[src/rtl/ntt_layer_ctrl_if.sv]
// Bundle of everything the NTT layer controller exchanges with the request side,
// the coefficient RAM, the twiddle ROM and the butterfly unit.
interface ntt_layer_ctrl_if #(
  parameter int DATA_WIDTH = 13
);
  localparam int CW = DATA_WIDTH - 1;

  // layer request / status
  logic                  start_i;
  logic [2:0]            span_log2_i;
  logic                  is_ntt_i;
  logic                  busy_o;
  logic                  done_o;
  logic                  error_o;

  // coefficient RAM read side and twiddle ROM
  logic [7:0]            rd_addr_a_o;
  logic [7:0]            rd_addr_b_o;
  logic [CW-1:0]         rd_data_a_i;
  logic [CW-1:0]         rd_data_b_i;
  logic [6:0]            zeta_addr_o;
  logic [CW-1:0]         zeta_i;

  // butterfly operands and results
  logic [DATA_WIDTH-1:0] bu_a_o;
  logic [DATA_WIDTH-1:0] bu_b_o;
  logic [CW-1:0]         bu_zeta_o;
  logic                  bu_is_ntt_o;
  logic [CW-1:0]         bu_a_ntt_i;
  logic [CW-1:0]         bu_b_ntt_i;
  logic [CW-1:0]         bu_a_intt_i;
  logic [CW-1:0]         bu_b_intt_i;

  // coefficient RAM write side
  logic                  wr_en_o;
  logic [7:0]            wr_addr_a_o;
  logic [7:0]            wr_addr_b_o;
  logic [CW-1:0]         wr_data_a_o;
  logic [CW-1:0]         wr_data_b_o;

  // controller side
  modport master (
    input  start_i, span_log2_i, is_ntt_i,
    output busy_o, done_o, error_o,
    output rd_addr_a_o, rd_addr_b_o,
    input  rd_data_a_i, rd_data_b_i,
    output zeta_addr_o,
    input  zeta_i,
    output bu_a_o, bu_b_o, bu_zeta_o, bu_is_ntt_o,
    input  bu_a_ntt_i, bu_b_ntt_i, bu_a_intt_i, bu_b_intt_i,
    output wr_en_o, wr_addr_a_o, wr_addr_b_o, wr_data_a_o, wr_data_b_o
  );

  // requester / memories / butterfly side
  modport slave (
    output start_i, span_log2_i, is_ntt_i,
    input  busy_o, done_o, error_o,
    input  rd_addr_a_o, rd_addr_b_o,
    output rd_data_a_i, rd_data_b_i,
    input  zeta_addr_o,
    output zeta_i,
    input  bu_a_o, bu_b_o, bu_zeta_o, bu_is_ntt_o,
    output bu_a_ntt_i, bu_b_ntt_i, bu_a_intt_i, bu_b_intt_i,
    input  wr_en_o, wr_addr_a_o, wr_addr_b_o, wr_data_a_o, wr_data_b_o
  );
endinterface

[src/rtl/ntt_layer_ctrl.sv]
// Sequences one NTT/iNTT layer: 128 butterflies issued back to back, operands read
// from RAM, results written back BU_LAT+2 cycles after issue, then a done pulse.
module ntt_layer_ctrl #(
  parameter int DATA_WIDTH = 13,
  parameter int BU_LAT     = 6
) (
  input  logic           clk_i,
  input  logic           rst_i,
  ntt_layer_ctrl_if.master bus
);
  localparam int CW     = DATA_WIDTH - 1;
  // stage 0 = registered read address, stage 1 = read data at butterfly,
  // stage STAGES = butterfly result at write port
  localparam int STAGES = BU_LAT + 1;

  typedef enum logic [1:0] {S_IDLE, S_ISSUE, S_DRAIN, S_DONE} state_t;

  typedef struct packed {
    logic [7:0] a;
    logic [7:0] b;
  } addr_pair_t;

  state_t          state;
  logic [6:0]      k_q;
  logic [2:0]      span_q;
  logic            mode_q;
  logic            busy_q;
  logic            done_q;
  logic            error_q;
  logic [6:0]      zeta_addr_q;
  logic [STAGES:0] vld_pipe;
  addr_pair_t      addr_pipe [STAGES:0];

  // issue address generation for butterfly k_q at the latched span
  logic [3:0] sh1_c;
  logic [7:0] h_c, g_c, j_c, a_c, b_c;
  logic [6:0] zeta_c;

  always_comb begin
    sh1_c  = {1'b0, span_q} + 4'd1;
    h_c    = 8'd1 << span_q;
    g_c    = {1'b0, k_q} >> span_q;
    j_c    = {1'b0, k_q} & (h_c - 8'd1);
    a_c    = (g_c << sh1_c) | j_c;
    b_c    = a_c + h_c;
    // NTT walks zetas forward from 128>>span, iNTT walks backwards from the top
    zeta_c = mode_q ? 7'((8'd128 >> span_q) + g_c)
                    : 7'((9'd256 >> span_q) - 9'd1 - {1'b0, g_c});
  end

  always_ff @(posedge clk_i) begin
    if (rst_i) begin
      state       <= S_IDLE;
      k_q         <= '0;
      span_q      <= '0;
      mode_q      <= 1'b0;
      busy_q      <= 1'b0;
      done_q      <= 1'b0;
      error_q     <= 1'b0;
      zeta_addr_q <= '0;
      vld_pipe    <= '0;
      for (int i = 0; i <= STAGES; i++) addr_pipe[i] <= '0;
    end else begin
      done_q      <= 1'b0;
      error_q     <= 1'b0;
      vld_pipe    <= {vld_pipe[STAGES-1:0], 1'b0};
      addr_pipe[0] <= '0;
      for (int i = 1; i <= STAGES; i++) addr_pipe[i] <= addr_pipe[i-1];
      zeta_addr_q <= '0;

      case (state)
        S_IDLE: begin
          if (bus.start_i) begin
            if (bus.span_log2_i != 3'd0) begin
              span_q <= bus.span_log2_i;
              mode_q <= bus.is_ntt_i;
              k_q    <= '0;
              busy_q <= 1'b1;
              state  <= S_ISSUE;
            end else begin
              error_q <= 1'b1;
            end
          end
        end
        S_ISSUE: begin
          vld_pipe[0]  <= 1'b1;
          addr_pipe[0] <= '{a: a_c, b: b_c};
          zeta_addr_q  <= zeta_c;
          k_q          <= k_q + 7'd1;
          if (k_q == 7'd127) state <= S_DRAIN;
        end
        S_DRAIN: begin
          // the pipe holds one contiguous run, so this is its tail at the write port
          if (vld_pipe[STAGES] && !vld_pipe[STAGES-1]) begin
            done_q <= 1'b1;
            state  <= S_DONE;
          end
        end
        S_DONE: begin
          busy_q <= 1'b0;
          span_q <= '0;
          mode_q <= 1'b0;
          state  <= S_IDLE;
        end
        default: state <= S_IDLE;
      endcase
    end
  end

  assign bus.busy_o      = busy_q;
  assign bus.done_o      = done_q;
  assign bus.error_o     = error_q;
  assign bus.rd_addr_a_o = addr_pipe[0].a;
  assign bus.rd_addr_b_o = addr_pipe[0].b;
  assign bus.zeta_addr_o = zeta_addr_q;

  // operands are forced to zero whenever the RAM output is not a live read
  assign bus.bu_a_o      = vld_pipe[1] ? {1'b0, bus.rd_data_a_i} : '0;
  assign bus.bu_b_o      = vld_pipe[1] ? {1'b0, bus.rd_data_b_i} : '0;
  assign bus.bu_zeta_o   = vld_pipe[1] ? bus.zeta_i : '0;
  assign bus.bu_is_ntt_o = mode_q;

  assign bus.wr_en_o     = vld_pipe[STAGES];
  assign bus.wr_addr_a_o = vld_pipe[STAGES] ? addr_pipe[STAGES].a : '0;
  assign bus.wr_addr_b_o = vld_pipe[STAGES] ? addr_pipe[STAGES].b : '0;
  assign bus.wr_data_a_o = !vld_pipe[STAGES] ? CW'(0) :
                           (mode_q ? bus.bu_a_ntt_i : bus.bu_a_intt_i);
  assign bus.wr_data_b_o = !vld_pipe[STAGES] ? CW'(0) :
                           (mode_q ? bus.bu_b_ntt_i : bus.bu_b_intt_i);
endmodule

[src/flat_wrapper.sv]
// flat-port wrapper written by rule: the top's interface ports become plain ports
module ntt_layer_ctrl_flat 
#(
  parameter int DATA_WIDTH = 13,
  parameter int BU_LAT     = 6
)
  (clk_i, rst_i, bus_start_i, bus_span_log2_i, bus_is_ntt_i, bus_busy_o, bus_done_o, bus_error_o, bus_rd_addr_a_o, bus_rd_addr_b_o, bus_rd_data_a_i, bus_rd_data_b_i, bus_zeta_addr_o, bus_zeta_i, bus_bu_a_o, bus_bu_b_o, bus_bu_zeta_o, bus_bu_is_ntt_o, bus_bu_a_ntt_i, bus_bu_b_ntt_i, bus_bu_a_intt_i, bus_bu_b_intt_i, bus_wr_en_o, bus_wr_addr_a_o, bus_wr_addr_b_o, bus_wr_data_a_o, bus_wr_data_b_o);
  ntt_layer_ctrl_if #(.DATA_WIDTH(DATA_WIDTH)) bus_i ();
  input  logic clk_i;
  input  logic rst_i;
  input wire logic [$bits(bus_i.start_i)-1:0] bus_start_i;
  input wire logic [$bits(bus_i.span_log2_i)-1:0] bus_span_log2_i;
  input wire logic [$bits(bus_i.is_ntt_i)-1:0] bus_is_ntt_i;
  output wire logic [$bits(bus_i.busy_o)-1:0] bus_busy_o;
  output wire logic [$bits(bus_i.done_o)-1:0] bus_done_o;
  output wire logic [$bits(bus_i.error_o)-1:0] bus_error_o;
  output wire logic [$bits(bus_i.rd_addr_a_o)-1:0] bus_rd_addr_a_o;
  output wire logic [$bits(bus_i.rd_addr_b_o)-1:0] bus_rd_addr_b_o;
  input wire logic [$bits(bus_i.rd_data_a_i)-1:0] bus_rd_data_a_i;
  input wire logic [$bits(bus_i.rd_data_b_i)-1:0] bus_rd_data_b_i;
  output wire logic [$bits(bus_i.zeta_addr_o)-1:0] bus_zeta_addr_o;
  input wire logic [$bits(bus_i.zeta_i)-1:0] bus_zeta_i;
  output wire logic [$bits(bus_i.bu_a_o)-1:0] bus_bu_a_o;
  output wire logic [$bits(bus_i.bu_b_o)-1:0] bus_bu_b_o;
  output wire logic [$bits(bus_i.bu_zeta_o)-1:0] bus_bu_zeta_o;
  output wire logic [$bits(bus_i.bu_is_ntt_o)-1:0] bus_bu_is_ntt_o;
  input wire logic [$bits(bus_i.bu_a_ntt_i)-1:0] bus_bu_a_ntt_i;
  input wire logic [$bits(bus_i.bu_b_ntt_i)-1:0] bus_bu_b_ntt_i;
  input wire logic [$bits(bus_i.bu_a_intt_i)-1:0] bus_bu_a_intt_i;
  input wire logic [$bits(bus_i.bu_b_intt_i)-1:0] bus_bu_b_intt_i;
  output wire logic [$bits(bus_i.wr_en_o)-1:0] bus_wr_en_o;
  output wire logic [$bits(bus_i.wr_addr_a_o)-1:0] bus_wr_addr_a_o;
  output wire logic [$bits(bus_i.wr_addr_b_o)-1:0] bus_wr_addr_b_o;
  output wire logic [$bits(bus_i.wr_data_a_o)-1:0] bus_wr_data_a_o;
  output wire logic [$bits(bus_i.wr_data_b_o)-1:0] bus_wr_data_b_o;
  assign bus_i.start_i = bus_start_i;
  assign bus_i.span_log2_i = bus_span_log2_i;
  assign bus_i.is_ntt_i = bus_is_ntt_i;
  assign bus_busy_o = bus_i.busy_o;
  assign bus_done_o = bus_i.done_o;
  assign bus_error_o = bus_i.error_o;
  assign bus_rd_addr_a_o = bus_i.rd_addr_a_o;
  assign bus_rd_addr_b_o = bus_i.rd_addr_b_o;
  assign bus_i.rd_data_a_i = bus_rd_data_a_i;
  assign bus_i.rd_data_b_i = bus_rd_data_b_i;
  assign bus_zeta_addr_o = bus_i.zeta_addr_o;
  assign bus_i.zeta_i = bus_zeta_i;
  assign bus_bu_a_o = bus_i.bu_a_o;
  assign bus_bu_b_o = bus_i.bu_b_o;
  assign bus_bu_zeta_o = bus_i.bu_zeta_o;
  assign bus_bu_is_ntt_o = bus_i.bu_is_ntt_o;
  assign bus_i.bu_a_ntt_i = bus_bu_a_ntt_i;
  assign bus_i.bu_b_ntt_i = bus_bu_b_ntt_i;
  assign bus_i.bu_a_intt_i = bus_bu_a_intt_i;
  assign bus_i.bu_b_intt_i = bus_bu_b_intt_i;
  assign bus_wr_en_o = bus_i.wr_en_o;
  assign bus_wr_addr_a_o = bus_i.wr_addr_a_o;
  assign bus_wr_addr_b_o = bus_i.wr_addr_b_o;
  assign bus_wr_data_a_o = bus_i.wr_data_a_o;
  assign bus_wr_data_b_o = bus_i.wr_data_b_o;
  ntt_layer_ctrl #(.DATA_WIDTH(DATA_WIDTH), .BU_LAT(BU_LAT)) u_core (.clk_i(clk_i), .rst_i(rst_i), .bus(bus_i));
endmodule
[config.mk]
export PLATFORM = sky130hd
export DESIGN_NAME = ntt_layer_ctrl_flat
export DESIGN_NICKNAME = d
export VERILOG_FILES = /design/src/rtl/ntt_layer_ctrl_if.sv /design/src/rtl/ntt_layer_ctrl.sv /design/src/flat_wrapper.sv
export SDC_FILE = /design/constraint.sdc
export NUM_CORES = 1
export LEC_CHECK = 0
export ABC_AREA = 1
export CORE_UTILIZATION = 48
export CTS_CLUSTER_DIAMETER = 200
export DETAILED_ROUTE_END_ITERATION = 10
export PLACE_DENSITY = 0.84
export SETUP_SLACK_MARGIN = 0.5
export SYNTH_ARGS = -nofsm -noshare
export SYNTH_HDL_FRONTEND = slang
export SYNTH_SLANG_ARGS = --single-unit
[constraint.sdc]
create_clock -name clk_i -period 3.8 [get_ports clk_i]
set_clock_uncertainty 0.15 [all_clocks]
set_input_delay 0.76 -clock clk_i [delete_from_list [all_inputs] [get_ports clk_i]]
set_output_delay 0.76 -clock clk_i [all_outputs]
set_load 0.02 [all_outputs]
==> metrics.txt <==
# TYPE chip_impl_metric gauge
chip_impl_metric{name="groute.usage.overall",unit="%"} 22.3
chip_impl_metric{name="tritoncts_sinks",unit=""} 159
chip_impl_metric{name="synth-edff-count",unit=""} 0
chip_impl_metric{name="max_cap_viol_count",unit=""} 0
chip_impl_metric{name="worstPathBufferInverterCount",unit=""} 2
chip_impl_metric{name="vias_in_the_first_global_route",unit=""} 5672
chip_impl_info{name="critPathTopFamily",value="buffers and inverters"} 1
chip_impl_metric{name="final-setup-viol-count",unit=""} 0
chip_impl_metric{name="dr_total_vias",unit=""} 6263
chip_impl_metric{name="worst_ir_drop_vdd",unit="uV"} 408
chip_impl_info{name="hold_crit_class",value="register to register"} 1
chip_impl_metric{name="hpwl",unit="um"} 12000
chip_impl_info{name="status",value="finished clean"} 1
chip_impl_metric{name="place.gp.congestion",unit=""} 0.963
chip_impl_metric{name="synth.area.mux_share",unit="%"} 0
chip_impl_info{name="synth.most_common_cell",value="inv_1"} 1
chip_impl_metric{name="simple_logic_cell_fraction_of_the_synthesized_area",unit="%"} 23.9
chip_impl_metric{name="yosys_warnings",unit=""} 0
chip_impl_metric{name="post-route-min-period",unit="ps"} 3090
chip_impl_metric{name="top_area_cell_type_share_of_the_netlist_area",unit="%"} 44.7
chip_impl_metric{name="final.setup.tns",unit="ps"} 0
chip_impl_metric{name="synthAdderAreaFrac",unit="%"} 5.66
chip_impl_metric{name="core_area",unit="mm2"} 0.0145
chip_impl_metric{name="synth.ff_latch_count",unit=""} 159
chip_impl_metric{name="vias_per_cell",unit=""} 4.60
chip_impl_metric{name="finalHoldWorstSlack",unit="ps"} 242
chip_impl_metric{name="finalWorstSetupSlack",unit="ps"} 710
chip_impl_metric{name="insertedDiodeCount",unit=""} 0
chip_impl_metric{name="worst_ep_arrival_time",unit="ps"} 2180
chip_impl_info{name="ys_dominant_reg_cell",value="dfxtp_1"} 1
chip_impl_metric{name="clk_transition_reported_paths",unit="ps"} 60
chip_impl_metric{name="synth.yosys.seq_area_share",unit="%"} 44.7
chip_impl_metric{name="numPlacedInstances",unit=""} 1331
chip_impl_metric{name="hold_viol_final",unit=""} 0
chip_impl_metric{name="place_ws",unit="ps"} 763
chip_impl_metric{name="floorplan_die_width",unit="um"} 124
chip_impl_metric{name="max_clock_freq",unit="MHz"} 324
chip_impl_metric{name="wirelength",unit="um"} 16500
chip_impl_metric{name="detailedRoute.firstIterationViolations",unit=""} 430
chip_impl_metric{name="utilization",unit="%"} 66.6
chip_impl_metric{name="antenna_nets_post_route",unit=""} 0
chip_impl_metric{name="syn_inst",unit=""} 995
chip_impl_info{name="critPathMostFrequentCell",value="nor2_1"} 1
chip_impl_metric{name="synth_area_in_xor_xnor",unit="%"} 1.21
chip_impl_metric{name="start_util",unit="%"} 49.2
chip_impl_info{name="clock-root-buffer",value="clkbuf_16"} 1
chip_impl_metric{name="final_design_area_no_fill",unit="mm2"} 0.00964
chip_impl_metric{name="dieArea",unit="mm2"} 0.0153
chip_impl_metric{name="number_of_pins_with_negative_max_slew_slack_in_the_final_report",unit=""} 0
chip_impl_metric{name="routed_wire_length_per_instance",unit="um"} 12.1
chip_impl_info{name="timing.setup.critical_path_class",value="register to output pin"} 1
chip_impl_metric{name="initial_drt_pass_iterations",unit=""} 5
chip_impl_metric{name="netlist_area",unit="mm2"} 0.00712
chip_impl_info{name="dominant_combinational_cell_family_by_area_after_synthesis",value="simple AND/OR/NAND/NOR gates"} 1
chip_impl_metric{name="route.detailed.drc",unit=""} 0
chip_impl_info{name="critical_path.cell_chain",value="clkinvlp_4, nor2_1, nor2_1, clkdlybuf4s50_1"} 1
chip_impl_info{name="rsz0062_at_grt",value="false"} 1
chip_impl_metric{name="final.period_utilization",unit="%"} 81.3
chip_impl_metric{name="cts_setup_buffers",unit=""} 0
chip_impl_metric{name="ys_types",unit=""} 42
chip_impl_metric{name="fin_cells",unit=""} 1362
chip_impl_metric{name="worst_path_largest_cell_delay",unit="ps"} 540
chip_impl_metric{name="layout.nets",unit=""} 1288
chip_impl_metric{name="r2r_slack",unit="ps"} 800
chip_impl_metric{name="count_of_pins_on_the_block_boundary",unit=""} 197
chip_impl_metric{name="clk-insertion-delay-late",unit="ps"} 420
chip_impl_info{name="timing.critical_path.to_type",value="output pin"} 1
chip_impl_metric{name="pin_count_of_the_biggest_net_entering_global_routing",unit=""} 113
chip_impl_metric{name="p_total",unit="mW"} 5.33
chip_impl_metric{name="pwr_density_cell",unit="mW/mm2"} 553
chip_impl_metric{name="layout-drive-gt1-share",unit="%"} 6.96
chip_impl_metric{name="timing.max_slew.rel_slack",unit="%"} 31.8
chip_impl_metric{name="cp.required",unit="ps"} 2890
chip_impl_info{name="clock_tree_from_tritoncts",value="built"} 1
chip_impl_metric{name="p_leak",unit="nW"} 4.44
chip_impl_metric{name="synth_compound_gate_area_share",unit="%"} 8.09
chip_impl_metric{name="die_h",unit="um"} 124
chip_impl_metric{name="numPortBuffers",unit=""} 194
chip_impl_metric{name="grt_first_pass_wirelength",unit="um"} 26200
chip_impl_info{name="critPathSlowestCell",value="clkdlybuf4s50_1"} 1
chip_impl_info{name="worst_setup_path_start_kind",value="register"} 1
chip_impl_metric{name="worst_slew_pin_slew",unit="ps"} 1020
chip_impl_metric{name="placed_area",unit="mm2"} 0.00907
chip_impl_info{name="synth_top_area_cell",value="dfxtp_1"} 1
chip_impl_metric{name="layout-area-overhead-vs-synth",unit="%"} 35.4
chip_impl_metric{name="htree_levels",unit=""} 4
chip_impl_metric{name="path_max_fanout",unit=""} 32
chip_impl_metric{name="placement_rows",unit=""} 44
chip_impl_metric{name="grt.overflow.total",unit=""} 0
chip_impl_metric{name="async_flop_share",unit="%"} 0
chip_impl_info{name="synth_top_cells_by_count",value="inv_1 (229), nor2_1 (200), dfxtp_1 (159), nand2_1 (129), o21ai_0 (46)"} 1
chip_impl_metric{name="synth.avg_cell_area",unit="um2"} 7.15
chip_impl_metric{name="clk_path_buf_depth",unit=""} 2
chip_impl_info{name="top_post_synthesis_cells_by_area",value="dfxtp_1 (45%), inv_1 (12%), nor2_1 (11%), nand2_1 (6.8%), ha_1 (5.1%)"} 1
chip_impl_metric{name="tritoncts.num_buffers",unit=""} 17
chip_impl_metric{name="grt_antenna_before_repair",unit=""} 0
==> area by class of cell <==
class                      instances  area, um2
fill                            1160       4840
multi-input combinational        549       2780
timing repair buffer             202       2000
clock buffer                      19        443
tap                              184        230
clock inverter                    12        110
sequential                       159       3190
inverter                         237        893
==> cells by family (layout without fill, tap and decap cells) <==
| family | after synthesis | count (layout) |
|---|---|---|
| simple gates | 399 | 399 |
| buf+inv | 288 | 470 |
| flops | 159 | 159 |
| compound gates | 108 | 108 |
| fa+ha+maj | 31 | 31 |
| xor+xnor | 9 | 9 |
| other cells | 1 | 2 |
==> where the power goes <==
group	leakage (nW)	internal, mW	switching, mW
combinational	2.88	0.693	1.19
sequential	1.28	1.78	0.0768
clock	0.273	0.920	0.665
total	4.44	3.39	1.93
==> flip-flops by register name, indices dropped and copies added, names as in the netlist <==
signal                  count
u_core.bus.busy_o           1
u_core.addr_pipe          128
u_core.state                2
u_core.k_q                  7
u_core.vld_pipe             8
u_core.bus.bu_is_ntt_o      1
u_core.span_q               3
u_core.bus.done_o           1
u_core.bus.zeta_addr_o      7
u_core.bus.error_o          1
==> metal layers <==
layer  GRT usage, %  up-vias  part of all wire, %
met5              0        -                    0
met4           12.1        0                  3.6
met3           4.67       49                  7.6
met2           36.8      251                   47
met1           27.0     2700                   41
li1               -     3263                    -
==> worst register-to-register path, delay by kind of cell, from the launching register on <==
kind	cells	cell delay [ps]
fa+ha+maj	2	560
buf+inv	2	310
flops	1	340
compound gates	3	660
simple gates	9	860
==> what timing repair did <==
item,in CTS,in global routing
hold buffers,0,0
endpoints found under the hold margin,0,0
resized for setup,0,6
endpoints found under the setup margin,0,43
==> final timing paths <==
check                                                to  depth (start not counted)                     from
worst max-delay path                 bus_wr_data_b_o[5]                          4   u_core.bus.bu_is_ntt_o
worst min-delay path            u_core.addr_pipe[0][67]                          2  u_core.addr_pipe[0][51]
worst max register to register   u_core.addr_pipe[0][6]                         16         u_core.span_q[0]
worst min register to register  u_core.addr_pipe[0][67]                          2  u_core.addr_pipe[0][51]
==> layout by cell type (no fill, tap or decap), types with 3 or more instances in the layout <==
cell type          n
nand3_2            9
o21ai_0           45
xor2_1             4
a31oi_1            3
inv_2              7
nand2_2           13
a21oi_1           41
clkdlybuf4s50_1  193
nor2_1           199
ha_1              29
xnor2_1            4
inv_1            228
nand4_1            3
clkinvlp_4         3
nor3_1             9
clkbuf_16         17
o21ai_1            7
clkinv_2           5
nand2_1          129
nand3_1           24
buf_4              9
nor2_2             4
dfxtp_1          157
Power figures use the tool's default switching activity.
==> edit, RTL diff (same flow settings) <==
Encoding of `state_t`: now Gray code (2 bits for 4 states).
--- a/src/rtl/ntt_layer_ctrl.sv
+++ b/src/rtl/ntt_layer_ctrl.sv
@@ -15,3 +15,3 @@
 
-  typedef enum logic [1:0] {S_IDLE, S_ISSUE, S_DRAIN, S_DONE} state_t;
+  typedef enum logic [1:0] {S_IDLE = 2'b00, S_ISSUE = 2'b01, S_DRAIN = 2'b11, S_DONE = 2'b10} state_t;
 
Check against the original RTL: same outputs for any inputs over 10 cycles, from zero or initial values and one cycle with rst_i high; not proved beyond that.
==> edit against the original RTL <==
  * Via count fell by 2.4%
  * Area after synthesis fell by 1.1%
  * Design area is 0.60% lower
  * Synthesized cell count is 0.20% lower
  * Worst setup slack worse by 0.078 ns
  * Routed wire length down 3.1%
  * Critical path depth rose by 12
  * Sequential cell count stayed put
  * Largest cell class unchanged
Power is not compared: it rests on default switching activity, and its combinational part moved more than twofold at a synthesized area within 25%.
==> edit: results (changes against the original RTL) <==
Outcome
  – Result of the run: complete, no violations (unchanged)

Placement
  – Routability Congestion: 0.918 (was 0.963)
  – DP HPWL: 11.7 mm (was 12.0 mm)
  – Worst slack after detailed placement: 0.530 ns (was 0.763 ns)

STA
  – Final critical delay including setup and external delays: 3.17 ns (was 3.09 ns)
  – Headroom to the max-slew limit: 0.284 (was 0.318)

Yosys
  – Fraction of the mapped netlist area in adder cells: 0.0484 (was 0.0566)
  – Compound-Gate Fraction of Synth Area: 0.0788 (was 0.0809)
  – Most area-consuming cells after synthesis: sky130_fd_sc_hd__dfxtp_1, sky130_fd_sc_hd__inv_1, sky130_fd_sc_hd__nor2_1, sky130_fd_sc_hd__nand2_1, sky130_fd_sc_hd__ha_1 (unchanged)
  – Leading cell types by count after synthesis: sky130_fd_sc_hd__inv_1, sky130_fd_sc_hd__nor2_1, sky130_fd_sc_hd__dfxtp_1 (unchanged)
  – Number of distinct library cells after synthesis: 43 (was 42)
  – Xor-xnor portion of the synthesized cell area: 0.00996 (was 0.0121)
  – Async SR Flop Fraction: 0 (unchanged)
  – Share of synthesized area occupied by flip-flops and latches: 0.452 (was 0.447)

Pwr
  – Flop pwr share: 0.413
  – Combinational fraction of design power: 0.177

Drt
  – 1st-iter DRT viols: 457 (was 430)
  – Met3 Routed Length: 981 um (was 1.25 mm)
  – Met2 Routed Length: 7.91 mm (was 7.82 mm)
  – DRT Pass-1 Iters: 5 (unchanged)
  – Via count: 6,114 (was 6,263)
  – Total detailed-routing wirelength: 16.0 mm (was 16.5 mm)
  – Wire length on met1: 6.81 mm (was 6.85 mm)

Critical path
  – Standard cell with the maximum stage delay on the critical path: sky130_fd_sc_hd__dfxtp_4 (was sky130_fd_sc_hd__clkdlybuf4s50_1)
  – Arrival @ worst endpoint: 3.33 ns (was 2.18 ns)
  – Slack of the worst reg-to-reg path: 0.63 ns (was 0.80 ns)
  – Largest delay share family, worst path: simple AND/OR/NAND/NOR gates (was buffers and inverters)
  – Highest net fanout along the worst path: 16 (was 32)
  – Worst stage delay on the critical path: 0.39 ns (was 0.54 ns)

Global routing
  – Overall routing resource usage: 0.216 (was 0.223)
  – Number of global-route vias before repair: 5,387 (was 5,672)
  – Wire length of the first global-routing pass: 25.2 mm (was 26.2 mm)
  – Pin count of the biggest net entering global routing: 118 (was 113)

Cells and area
  – Fraction of final layout cells with drive strength greater than 1: 0.0621 (was 0.0696)
  – Largest registers: u_core.addr_pipe (128), u_core.vld_pipe (8) (unchanged)
  – Total number of nets in the final design: 1,279 (was 1,288)
  – Fillers: 1,140 (was 1,160)
  – Antenna fix cells: 0 (unchanged)

CTS
  – Post-CTS sizing: 1 (was 0)
==> edit: routing by layer <==
metal / up-vias / GRT usage
met4: 0 / 0.0873
li1: 3243 / -
met5: - / 0
met1: 2655 / 0.261
met3: 25 / 0.0397
met2: 191 / 0.376
==> edit: per-stage QoR <==
stage          hold WS [ns]  utilization  area, um2  cells  power (mW)
6_report              0.241        0.680       9580   1355        4.24
4_1_cts               0.245        0.678       9560   1355        4.26
3_3_place_gp          0.239        0.635       8940   1323        2.52
2_1_floorplan         0.238            -       7040    994        2.28
3_5_place_dp          0.242        0.635       8940   1323        2.52
5_1_grt               0.258        0.680       9580   1355        4.43
==> edit: final timing paths <==
check,to,from,depth (start not counted)
max,u_core.addr_pipe[0][6]$_SDFFE_PP0N_,u_core.span_q[0]$_SDFFE_PP0P_,16
min,u_core.addr_pipe[0][52]$_DFF_P_,u_core.addr_pipe[0][36]$_DFF_P_,2
max reg2reg,u_core.addr_pipe[0][6]$_SDFFE_PP0N_,u_core.span_q[0]$_SDFFE_PP0P_,16
min reg2reg,u_core.addr_pipe[0][52]$_DFF_P_,u_core.addr_pipe[0][36]$_DFF_P_,2
==> edit: layout make-up <==
type                            instances  share of cell area
Sequential cell                       159               0.333
Multi-Input combinational cell        545               0.277
Timing Repair Buffer                  203               0.210
Inverter                              236              0.0927
Clock buffer                           21              0.0481
Tap cell                              180              0.0235
Clock inverter                         11              0.0161
==> edit: cells by family after synthesis <==
| family | Yosys count |
|---|---|
| AND/OR/NAND/NOR | 407 |
| AO/OA/AOI/OAI | 102 |
| flip-flops | 159 |
| XOR/XNOR | 8 |
| other | 1 |
| adder cells (fa/ha/maj) | 26 |
| buffers and inverters | 290 |
